===== src/rtl/bp_pkg.sv =====
// Shared types and counter helpers for the tournament branch predictor.
// Counter widths up to CTR_W_MAX bits are supported by the helpers.
package bp_pkg;

  typedef enum logic {INIT, READY} bpState_e;

  localparam int CTR_W_MAX = 8;

  // Weak value just below the taken/global midpoint: 0 followed by all ones.
  function automatic logic [CTR_W_MAX-1:0] weakLow(input int bits);
    return CTR_W_MAX'((1 << (bits - 1)) - 1);
  endfunction

  function automatic logic [CTR_W_MAX-1:0] satStep(
    input logic [CTR_W_MAX-1:0] cur,
    input logic                 inc,
    input logic                 dec,
    input int                   bits
  );
    logic [CTR_W_MAX-1:0] ctrMax;
    ctrMax = CTR_W_MAX'((1 << bits) - 1);
    if (inc && (cur != ctrMax)) return cur + CTR_W_MAX'(1);
    if (dec && (cur != '0))     return cur - CTR_W_MAX'(1);
    return cur;
  endfunction

endpackage


===== src/rtl/sat_ctr_table.sv =====
// Array of saturating counters: one async read port, one read-modify-write
// update port, and an init-write override used by the post-reset sweep.
module sat_ctr_table
  import bp_pkg::*;
#(
  parameter int                IDX_BITS = 8,
  parameter int                CTR_BITS = 2,
  parameter logic [CTR_BITS-1:0] INIT_VAL = '0
)(
  input  logic                clk,
  input  logic [IDX_BITS-1:0] rdIdx,
  output logic [CTR_BITS-1:0] rdCtr,
  input  logic                wrEn,
  input  logic [IDX_BITS-1:0] wrIdx,
  input  logic                wrInc,
  input  logic                wrDec,
  input  logic                initEn,
  input  logic [IDX_BITS-1:0] initIdx
);

  localparam int DEPTH = 1 << IDX_BITS;

  logic [CTR_BITS-1:0] mem [DEPTH];
  logic [CTR_BITS-1:0] wrNext;

  assign rdCtr  = mem[rdIdx];
  assign wrNext = CTR_BITS'(satStep(CTR_W_MAX'(mem[wrIdx]), wrInc, wrDec, CTR_BITS));

  always_ff @(posedge clk) begin
    if (initEn) begin
      mem[initIdx] <= INIT_VAL;
    end else if (wrEn) begin
      mem[wrIdx] <= wrNext;
    end
  end

endmodule


===== src/rtl/tournament_predictor.sv =====
// Tournament branch predictor: local (LHT->LPHT) and gshare components with a
// per-PC chooser, speculative GHR with mispredict repair, post-reset table sweep.
module tournament_predictor
  import bp_pkg::*;
#(
  parameter int GHIST_BITS   = 8,
  parameter int LHT_IDX_BITS = 6,
  parameter int LHIST_BITS   = 6,
  parameter int CTR_BITS     = 2,
  parameter int PC_W         = 32
)(
  input  logic                  clk,
  input  logic                  rst_n,
  input  logic                  pred_req_valid,
  input  logic [PC_W-1:0]       pred_req_pc,
  output logic                  pred_ready,
  output logic                  pred_valid,
  output logic                  pred_taken,
  output logic                  pred_use_global,
  output logic                  pred_local,
  output logic                  pred_global,
  output logic [GHIST_BITS-1:0] pred_ghist,
  output logic [LHIST_BITS-1:0] pred_lhist,
  input  logic                  upd_valid,
  input  logic [PC_W-1:0]       upd_pc,
  input  logic                  upd_taken,
  input  logic                  upd_mispredict,
  input  logic                  upd_local,
  input  logic                  upd_global,
  input  logic [GHIST_BITS-1:0] upd_ghist,
  input  logic [LHIST_BITS-1:0] upd_lhist,
  output logic                  init_done
);

  localparam int LHT_DEPTH  = 1 << LHT_IDX_BITS;
  localparam int GPHT_DEPTH = 1 << GHIST_BITS;
  localparam int LPHT_DEPTH = 1 << LHIST_BITS;
  localparam int CNT_BITS_A = (GHIST_BITS > LHT_IDX_BITS) ? GHIST_BITS : LHT_IDX_BITS;
  localparam int CNT_BITS   = (CNT_BITS_A > LHIST_BITS) ? CNT_BITS_A : LHIST_BITS;

  localparam logic [CTR_BITS-1:0] WEAK_NT    = CTR_BITS'(weakLow(CTR_BITS));
  localparam logic [CTR_BITS-1:0] WEAK_LOCAL = CTR_BITS'(weakLow(CTR_BITS));

  bpState_e            state, stateNext;
  logic [CNT_BITS-1:0] cnt, cntNext;

  logic                  sweeping;
  logic                  lhtInitEn, lphtInitEn, gphtInitEn;
  logic                  updEn, repairEn;
  logic [GHIST_BITS-1:0] ghr;

  logic [LHT_IDX_BITS-1:0] lhtIdx_p0;
  logic [LHIST_BITS-1:0]   lhist_p0;
  logic [GHIST_BITS-1:0]   gIdx_p0;
  logic [CTR_BITS-1:0]     lphtCtr_p0, gphtCtr_p0, chooserCtr_p0;
  logic                    localTaken_p0, globalTaken_p0, useGlobal_p0, taken_p0, fire_p0;

  logic [LHT_IDX_BITS-1:0] updIdx;
  logic [GHIST_BITS-1:0]   updGIdx;
  logic                    chooserInc, chooserDec;

  logic                    vld_p1, taken_p1, useGlobal_p1, localTaken_p1, globalTaken_p1;
  logic [GHIST_BITS-1:0]   ghist_p1;
  logic [LHIST_BITS-1:0]   lhist_p1;

  logic [LHIST_BITS-1:0]   lht [LHT_DEPTH];

  logic unusedBits;
  assign unusedBits = ^{pred_req_pc, upd_pc, lphtCtr_p0, gphtCtr_p0, chooserCtr_p0};

  always_ff @(posedge clk or negedge rst_n) begin
    if (!rst_n) begin
      state <= INIT;
      cnt   <= '0;
    end else begin
      state <= stateNext;
      cnt   <= cntNext;
    end
  end

  // The sweep runs to the deepest table; shallower tables stop writing early.
  always_comb begin
    stateNext = state;
    cntNext   = cnt;
    if (state == INIT) begin
      cntNext = cnt + 1'b1;
      if (cnt == '1) stateNext = READY;
    end
  end

  assign sweeping   = (state == INIT);
  assign lhtInitEn  = sweeping && (int'(cnt) < LHT_DEPTH);
  assign lphtInitEn = sweeping && (int'(cnt) < LPHT_DEPTH);
  assign gphtInitEn = sweeping && (int'(cnt) < GPHT_DEPTH);
  assign init_done  = (state == READY);

  assign updEn      = (state == READY) && upd_valid;
  assign repairEn   = updEn && upd_mispredict;
  assign pred_ready = (state == READY) && !(upd_valid && upd_mispredict);

  // ---- p0: lookup (async table reads see pre-update contents) ----
  assign fire_p0        = pred_req_valid && pred_ready;
  assign lhtIdx_p0      = pred_req_pc[LHT_IDX_BITS+1:2];
  assign lhist_p0       = lht[lhtIdx_p0];
  assign gIdx_p0        = ghr ^ pred_req_pc[GHIST_BITS+1:2];
  assign localTaken_p0  = lphtCtr_p0[CTR_BITS-1];
  assign globalTaken_p0 = gphtCtr_p0[CTR_BITS-1];
  assign useGlobal_p0   = chooserCtr_p0[CTR_BITS-1];
  assign taken_p0       = useGlobal_p0 ? globalTaken_p0 : localTaken_p0;

  assign updIdx     = upd_pc[LHT_IDX_BITS+1:2];
  assign updGIdx    = upd_ghist ^ upd_pc[GHIST_BITS+1:2];
  assign chooserInc = (upd_global == upd_taken) && (upd_local != upd_taken);
  assign chooserDec = (upd_local == upd_taken) && (upd_global != upd_taken);

  sat_ctr_table #(.IDX_BITS(LHIST_BITS), .CTR_BITS(CTR_BITS), .INIT_VAL(WEAK_NT)) uLpht (
    .clk     (clk),
    .rdIdx   (lhist_p0),
    .rdCtr   (lphtCtr_p0),
    .wrEn    (updEn),
    .wrIdx   (upd_lhist),
    .wrInc   (upd_taken),
    .wrDec   (!upd_taken),
    .initEn  (lphtInitEn),
    .initIdx (cnt[LHIST_BITS-1:0])
  );

  sat_ctr_table #(.IDX_BITS(GHIST_BITS), .CTR_BITS(CTR_BITS), .INIT_VAL(WEAK_NT)) uGpht (
    .clk     (clk),
    .rdIdx   (gIdx_p0),
    .rdCtr   (gphtCtr_p0),
    .wrEn    (updEn),
    .wrIdx   (updGIdx),
    .wrInc   (upd_taken),
    .wrDec   (!upd_taken),
    .initEn  (gphtInitEn),
    .initIdx (cnt[GHIST_BITS-1:0])
  );

  sat_ctr_table #(.IDX_BITS(LHT_IDX_BITS), .CTR_BITS(CTR_BITS), .INIT_VAL(WEAK_LOCAL)) uChooser (
    .clk     (clk),
    .rdIdx   (lhtIdx_p0),
    .rdCtr   (chooserCtr_p0),
    .wrEn    (updEn),
    .wrIdx   (updIdx),
    .wrInc   (chooserInc),
    .wrDec   (chooserDec),
    .initEn  (sweeping && (int'(cnt) < LHT_DEPTH)),
    .initIdx (cnt[LHT_IDX_BITS-1:0])
  );

  always_ff @(posedge clk) begin
    if (lhtInitEn) begin
      lht[cnt[LHT_IDX_BITS-1:0]] <= '0;
    end else if (updEn) begin
      lht[updIdx] <= {upd_lhist[LHIST_BITS-2:0], upd_taken};
    end
  end

  // Repair from the returned snapshot outranks the speculative shift.
  always_ff @(posedge clk or negedge rst_n) begin
    if (!rst_n) begin
      ghr <= '0;
    end else if (repairEn) begin
      ghr <= {upd_ghist[GHIST_BITS-2:0], upd_taken};
    end else if (fire_p0) begin
      ghr <= {ghr[GHIST_BITS-2:0], taken_p0};
    end
  end

  // ---- p1: registered prediction ----
  always_ff @(posedge clk or negedge rst_n) begin
    if (!rst_n) begin
      vld_p1         <= 1'b0;
      taken_p1       <= 1'b0;
      useGlobal_p1   <= 1'b0;
      localTaken_p1  <= 1'b0;
      globalTaken_p1 <= 1'b0;
      ghist_p1       <= '0;
      lhist_p1       <= '0;
    end else begin
      vld_p1 <= fire_p0;
      if (fire_p0) begin
        taken_p1       <= taken_p0;
        useGlobal_p1   <= useGlobal_p0;
        localTaken_p1  <= localTaken_p0;
        globalTaken_p1 <= globalTaken_p0;
        ghist_p1       <= ghr;
        lhist_p1       <= lhist_p0;
      end
    end
  end

  assign pred_valid      = vld_p1;
  assign pred_taken      = taken_p1;
  assign pred_use_global = useGlobal_p1;
  assign pred_local      = localTaken_p1;
  assign pred_global     = globalTaken_p1;
  assign pred_ghist      = ghist_p1;
  assign pred_lhist      = lhist_p1;

endmodule

===== config.mk =====
export PLATFORM = sky130hd
export DESIGN_NAME = tournament_predictor
export DESIGN_NICKNAME = d
export VERILOG_FILES = /design/src/rtl/bp_pkg.sv /design/src/rtl/sat_ctr_table.sv /design/src/rtl/tournament_predictor.sv
export SDC_FILE = /design/constraint.sdc
export NUM_CORES = 2
export LEC_CHECK = 0
export BUFFER_PORTS_ARGS = -buffer_cell sky130_fd_sc_hd__buf_4
export CORE_ASPECT_RATIO = 0.5
export CORE_MARGIN = 4
export CORE_UTILIZATION = 40
export DETAILED_ROUTE_END_ITERATION = 10
export PLACE_DENSITY = 0.56
export REMOVE_ABC_BUFFERS = 1
export SLEW_MARGIN = 10
export SYNTH_ARGS = -nofsm -noshare
export SYNTH_HDL_FRONTEND = slang
export SYNTH_HIERARCHICAL = 1
export SYNTH_SLANG_ARGS = --single-unit

===== constraint.sdc =====
create_clock -name clk -period 6.1 [get_ports clk]
set_clock_uncertainty 0.1 [all_clocks]
set_input_delay 0.915 -clock clk [delete_from_list [all_inputs] [get_ports clk]]
set_output_delay 0.915 -clock clk [all_outputs]
set_load 0.02 [all_outputs]

# Word-level counts from Yosys, hierarchy flattened
# Memories as Yosys holds them, arrays and structs flattened.
# Cells that the tools add are included.
dict set report op_classes {
  add_sub_neg 7
  magnitude_cmp 1
  eq_ne 8
  n_mux 46
  n_bitwise 3
  n_reduce_logical 24
}
# cell count
set op_table {}
lappend op_table {{2-bit two-way mux} 15}
lappend op_table {{1-bit two-way mux} 24}
lappend op_table {{6-bit two-way mux} 4}
lappend op_table {{8-bit two-way mux} 3}
lappend op_table {{8-bit XOR} 2}
lappend op_table {{1-bit logical AND} 14}
lappend op_table {{8-bit by 1-bit adder with 8-bit output, second input constant} 1}
lappend op_table {{8-bit equality test, second input constant} 1}
lappend op_table {{8-bit by 7-bit less-than comparator with 1-bit output, second input constant} 1}
lappend op_table {{2-bit nonzero test} 4}
lappend op_table {{2-bit by 1-bit adder with 2-bit output, second input constant} 3}
lappend op_table {{2-bit != test, second input constant} 3}
lappend op_table {{2-bit OR reduction} 3}
lappend op_table {{6-bit OR reduction} 1}
lappend op_table {{2-bit by 1-bit subtractor with 2-bit output, second input constant} 3}
lappend op_table {{1-bit equality test} 2}
lappend op_table {{1-bit logical NOT} 2}
lappend op_table {{1-bit != test} 2}
lappend op_table {{1-bit NOT} 1}
dict set report word_totals {
  regBits 36
  mem_bits_rw 1152
  input_bits 86
  output_inout_bits 21
  wordCells 103
  mem_count 4
}
# memory depth word_bits read_ports rd_ports_with_merged_regs wr line
set memory_table {}
lappend memory_table {uGpht.mem 256 2 2 0 1 sat_ctr_table.sv:23} ;# logic [CTR_BITS-1:0] mem [DEPTH];
lappend memory_table {lht 64 6 1 0 1 tournament_predictor.sv:66} ;# logic [LHIST_BITS-1:0] lht [LHT_DEPTH];
lappend memory_table {uChooser.mem 64 2 2 0 1 sat_ctr_table.sv:23}
lappend memory_table {uLpht.mem 64 2 2 0 1 sat_ctr_table.sv:23}

# Longest topological paths before layout
# An unclocked memory read counts as a cell.
dict set report depth {
  ltp_word 9
  mapped_depth 20
  depth_no_buf 14
}

# Hierarchy
# Netlist, hierarchy kept.
# module instances cells_each area_per_inst_um2 seq_area_each_um2
set modules_own_cells {}
lappend modules_own_cells {{sat_ctr_table (uGpht)} 1 1413 25089.1 15374.7}
lappend modules_own_cells {tournament_predictor 1 995 17022.6 12431.9}
lappend modules_own_cells {{sat_ctr_table (uChooser ...)} 2 400 6580.1 3843.7}

# Worst setup path before layout
# OpenSTA, ideal clock, no wires.
dict set report synth_path {
  kind {in2reg}
  startpoint {in upd_pc[2]}
  endpoint {mem uGpht.mem[0][1], data pin}
  arrival_time_ps 6698
  t_required_ps 5179
  slack_ps -1520
  path_stages 15
  cell_sequence {xor2_1 -> buf_2 -> buf_4 -> buf_2 -> mux4_2 -> a22oi_1 -> a21oi_1 -> nor4_1 -> o32a_1 -> o31ai_1 -> inv_2 -> ha_1 -> a211oi_1 -> o21ai_1 -> nand2_1}
}
dict set report synth_between {
  elab_chain_len 9
  word_cells_on_any_way 16
}
# element line
set synth_lines {}
lappend synth_lines {{start, declared} tournament_predictor.sv:25} ;# input logic [PC_W-1:0] upd_pc,
lappend synth_lines {{8-bit XOR (*)} tournament_predictor.sv:112} ;# assign updGIdx = upd_ghist ^ upd_pc[GHIST_BITS+1:2];
lappend synth_lines {{memory read 256 x 2 bit (*)} --}
lappend synth_lines {{branches (longest 5 deep; another with 2-bit by 1-bit adder with 2-bit output)} --}
lappend synth_lines {{2-bit two-way mux (*)} bp_pkg.sv:23} ;# if (dec && (cur != '0)) return cur - CTR_W_MAX'(1);
lappend synth_lines {{2-bit two-way mux (no source line) (*)} --}
lappend synth_lines {{end, declared} sat_ctr_table.sv:23}
# Mark *: on every way between the ends. The select of a mux whose other input is x is not followed.

# Final worst setup path
dict set report layout_path {
  startpoint {in upd_ghist[0]}
  endpoint {mem uGpht.mem[253][0], data pin}
}
dict set report layout_between {
  elab_chain_len 9
  word_cells_on_any_way 16
}
# element line
set layout_lines {}
lappend layout_lines {{start, declared} tournament_predictor.sv:30} ;# input logic [GHIST_BITS-1:0] upd_ghist,
lappend layout_lines {{8-bit XOR (*)} tournament_predictor.sv:112}
lappend layout_lines {{net updGIdx[0]} tournament_predictor.sv:59} ;# logic [GHIST_BITS-1:0] updGIdx;
lappend layout_lines {{memory read 256 x 2 bit (*)} --}
lappend layout_lines {{branches (longest 5 deep; another with 2-bit by 1-bit adder with 2-bit output)} --}
lappend layout_lines {{2-bit two-way mux (*)} bp_pkg.sv:23}
lappend layout_lines {{2-bit two-way mux (no source line) (*)} --}
# Mark *: on every way through the listed nets, which the timed path passes. The select of a mux whose other input is x is not followed.

==> flow_metrics.py <==
metrics = {
    "clock_tree": {
        "postCtsHoldBufs": 0,
        "clockBufferDepth": 3,
        "tritoncts": "done",
        "cts_buffers": 108,
        "post-cts-setup-buffers": 0,
        "cts_resized": 0,
        "numClockSinks": 1188,
        "cts_root_buf": "clkbuf_16",
        "htreeDepth": 3,
        "clk_latency_ns": 0.72,
        "clkTransAtPathRegs_ns": 0.06,
    },
    "power": {
        "power.density_nw_per_um2": 277,
        "leakagePower_nw": 16.5,
        "peakVddDrop_v": 0.000197,
    },
    "detailed_routing": {
        "vias": 28900,
        "drc": 0,
        "viasPerCell": 5.78,
        "drt_iter0_markers": 2821,
        "drt-total-wl_um": 139000,
        "routedWlPerCell_um": 27.8,
        "drtAntennaViolNets": 0,
        "dr.pass1.iters": 5,
    },
    "floorplan": {
        "ioPinCount": 107,
        "rows": 93,
        "start_util_pct": 40.5,
        "coreArea_sq_um": 129000,
        "die_y_um": 264,
        "die_x_um": 520,
        "dieArea_sq_um": 137000,
    },
    "timing": {
        "rsz0062_at_grt": "false",
        "fmax_mhz": 205,
        "finalHoldViolCount": 0,
        "max_slew_margin_pct": 20.4,
        "fin_tns_setup_ns": 0,
        "finalSetupViolCount": 0,
        "layout_setup_ws_ns": 1.21,
        "min_period_ns": 4.89,
        "hold_ws_ns": 0.114,
        "tightest_slew_ns": 1.19,
        "report.final.slew_viol_count": 0,
        "fin_crit_sh_pct": 80.1,
    },
    "worst_setup_path": {
        "required_ns": 6.44,
        "r2r_start": "lht[31][0]$_DFFE_PP_",
        "critPathLaunch": "upd_ghist[0]",
        "critical_path.endpoint_type": "flip-flop",
        "cp_max_fo": 152,
        "cp_data_arrival_time_ns": 5.22,
        "crit_type": "in2reg",
        "critPathLaunchType": "primary input",
    },
    "synthesis": {
        "synthesis.area_sq_um": 52400,
        "syn_area_per_cell_sq_um": 17.0,
        "synth_cells": 3078,
        "yosysWarnings": 6,
    },
    "cells_and_area": {
        "fillCellCount": 11200,
        "regArea_sq_um": 35500,
        "finish.instance_area_sq_um": 58500,
        "multi_input_area_sq_um": 15900,
        "area_growth_pct": 11.6,
        "drive_above_1_share_pct": 23.0,
        "final_nets": 3244,
    },
    "global_route": {
        "grt_usage_pct": 20.1,
        "antenna_found_initial": 2,
        "grt_pass1_vias": 29400,
        "grt_pass1_wl_um": 204000,
        "grt-ovfl-total": 0,
        "grt_max_degree": 153,
    },
    "place": {
        "place_area_sq_um": 55200,
        "dp_slack_ns": 0.457,
        "dpl.hpwl_um": 89300,
        "portBuffers": 58,
        "place_congestion": 0.837,
    },
    "run_status": {
        "status": "complete, no violations",
    },
    "min_path": {
        "min_path_type": "in2async",
    },
    "run": {
        "maxCapViolations": 0,
    },
}
## stage by stage
stage | total power [mW] | util (%) | std cells
after floorplan | 9.47 | - | 2867
after global placement | 9.84 | 42.7 | 4798
after detailed placement | 9.84 | 42.7 | 4798
after CTS | 16.4 | 45.2 | 4995
after global routing | 16.8 | 45.2 | 4996
final | 16.2 | 45.2 | 4996
## final cells by class
type	instances	area share [%]
antenna	1	0.00428
clock buffer	143	4.95
clock inverter	54	0.693
inverter	26	0.167
multi-input combinational	1653	27.2
sequential	1188	60.7
tap	1757	3.76
timing repair buffer	174	2.61
## cell usage in the layout (no fill, tap or decap), drive strengths merged, types with 3 or more instances in the layout
cell and n:
nand3 44, dfrtp 36, xor2 19, nand3b 14, a221oi 4, a311oi 3, mux2i 94, o221ai 13
or3 10, nor2 482, nand2 239, and3 9, clkbuf 143, and2 8, a21oi 45, inv 27
a22o 5, buf 174, a31oi 14, xnor2 5, nor4 4, nor3 13, clkinvlp 6, mux4 394
o31ai 11, clkinv 43, edfxtp 1152, a211oi 9, ha 7, a22oi 40, bufinv 4, o22ai 24
mux2 17, nand4 8, o21a 7, nor2b 33, o21ai 28, nand2b 25
## report_power, final
group	internal, mW	switching, mW
logic	0.325	0.518
clock network	3.51	3.03
registers	8.81	0.00591
## state kept, by name (all words and copies together), names as in the netlist
name / flops
lht: 384
cnt: 8
uGpht/mem: 512
pred_valid: 1
pred_use_global: 1
init_done: 1
ghr: 8
pred_ghist: 8
pred_local: 1
pred_taken: 1
pred_lhist: 6
uLpht/mem: 128
uChooser/mem: 128
pred_global: 1
## worst max-delay path, cell delays in order
cell and delay, ns:
buf_4 0.15, xor2_4 0.56, buf_12 0.31, buf_4 0.28, mux4_2 0.54, mux4_2 0.49
o22ai_1 0.17, a31oi_1 0.12, nand2_1 0.18, o21ai_1 0.12, ha_1 0.25, nor2b_1 0.19
nor2_1 0.07, xor2_1 0.17, nand2_4 0.12, buf_12 0.46
## layer usage
metal | vias to the layer above | wire length (um) | share of wire (%) | track usage (%)
met1 | 15300 | 58600 | 42 | 28.0
met2 | 1005 | 67200 | 48 | 32.6
met3 | 196 | 9290 | 6.7 | 4.03
met5 | - | 0 | 0 | 0
met4 | 0 | 3580 | 2.6 | 5.33
li1 | 12400 | - | - | -
## worst paths after layout
check,endpoint,slack (ns),depth (start not counted)
min reg2reg,pred_ghist[5]$_DFFE_PN0P_,0.38,2
max in group asynchronous,pred_use_global$_DFFE_PN0P_,5.31,1
min,pred_ghist[5]$_DFFE_PN0P_,0.11,1
max reg2reg,ghr[0]$_DFFE_PN0P_,1.85,15
min in group clk,ghr[7]$_DFFE_PN0P_,0.36,3
max,uGpht/mem[253][0]$_DFFE_PP_,1.21,16
Note: power is estimated with default switching activity, not from simulation.
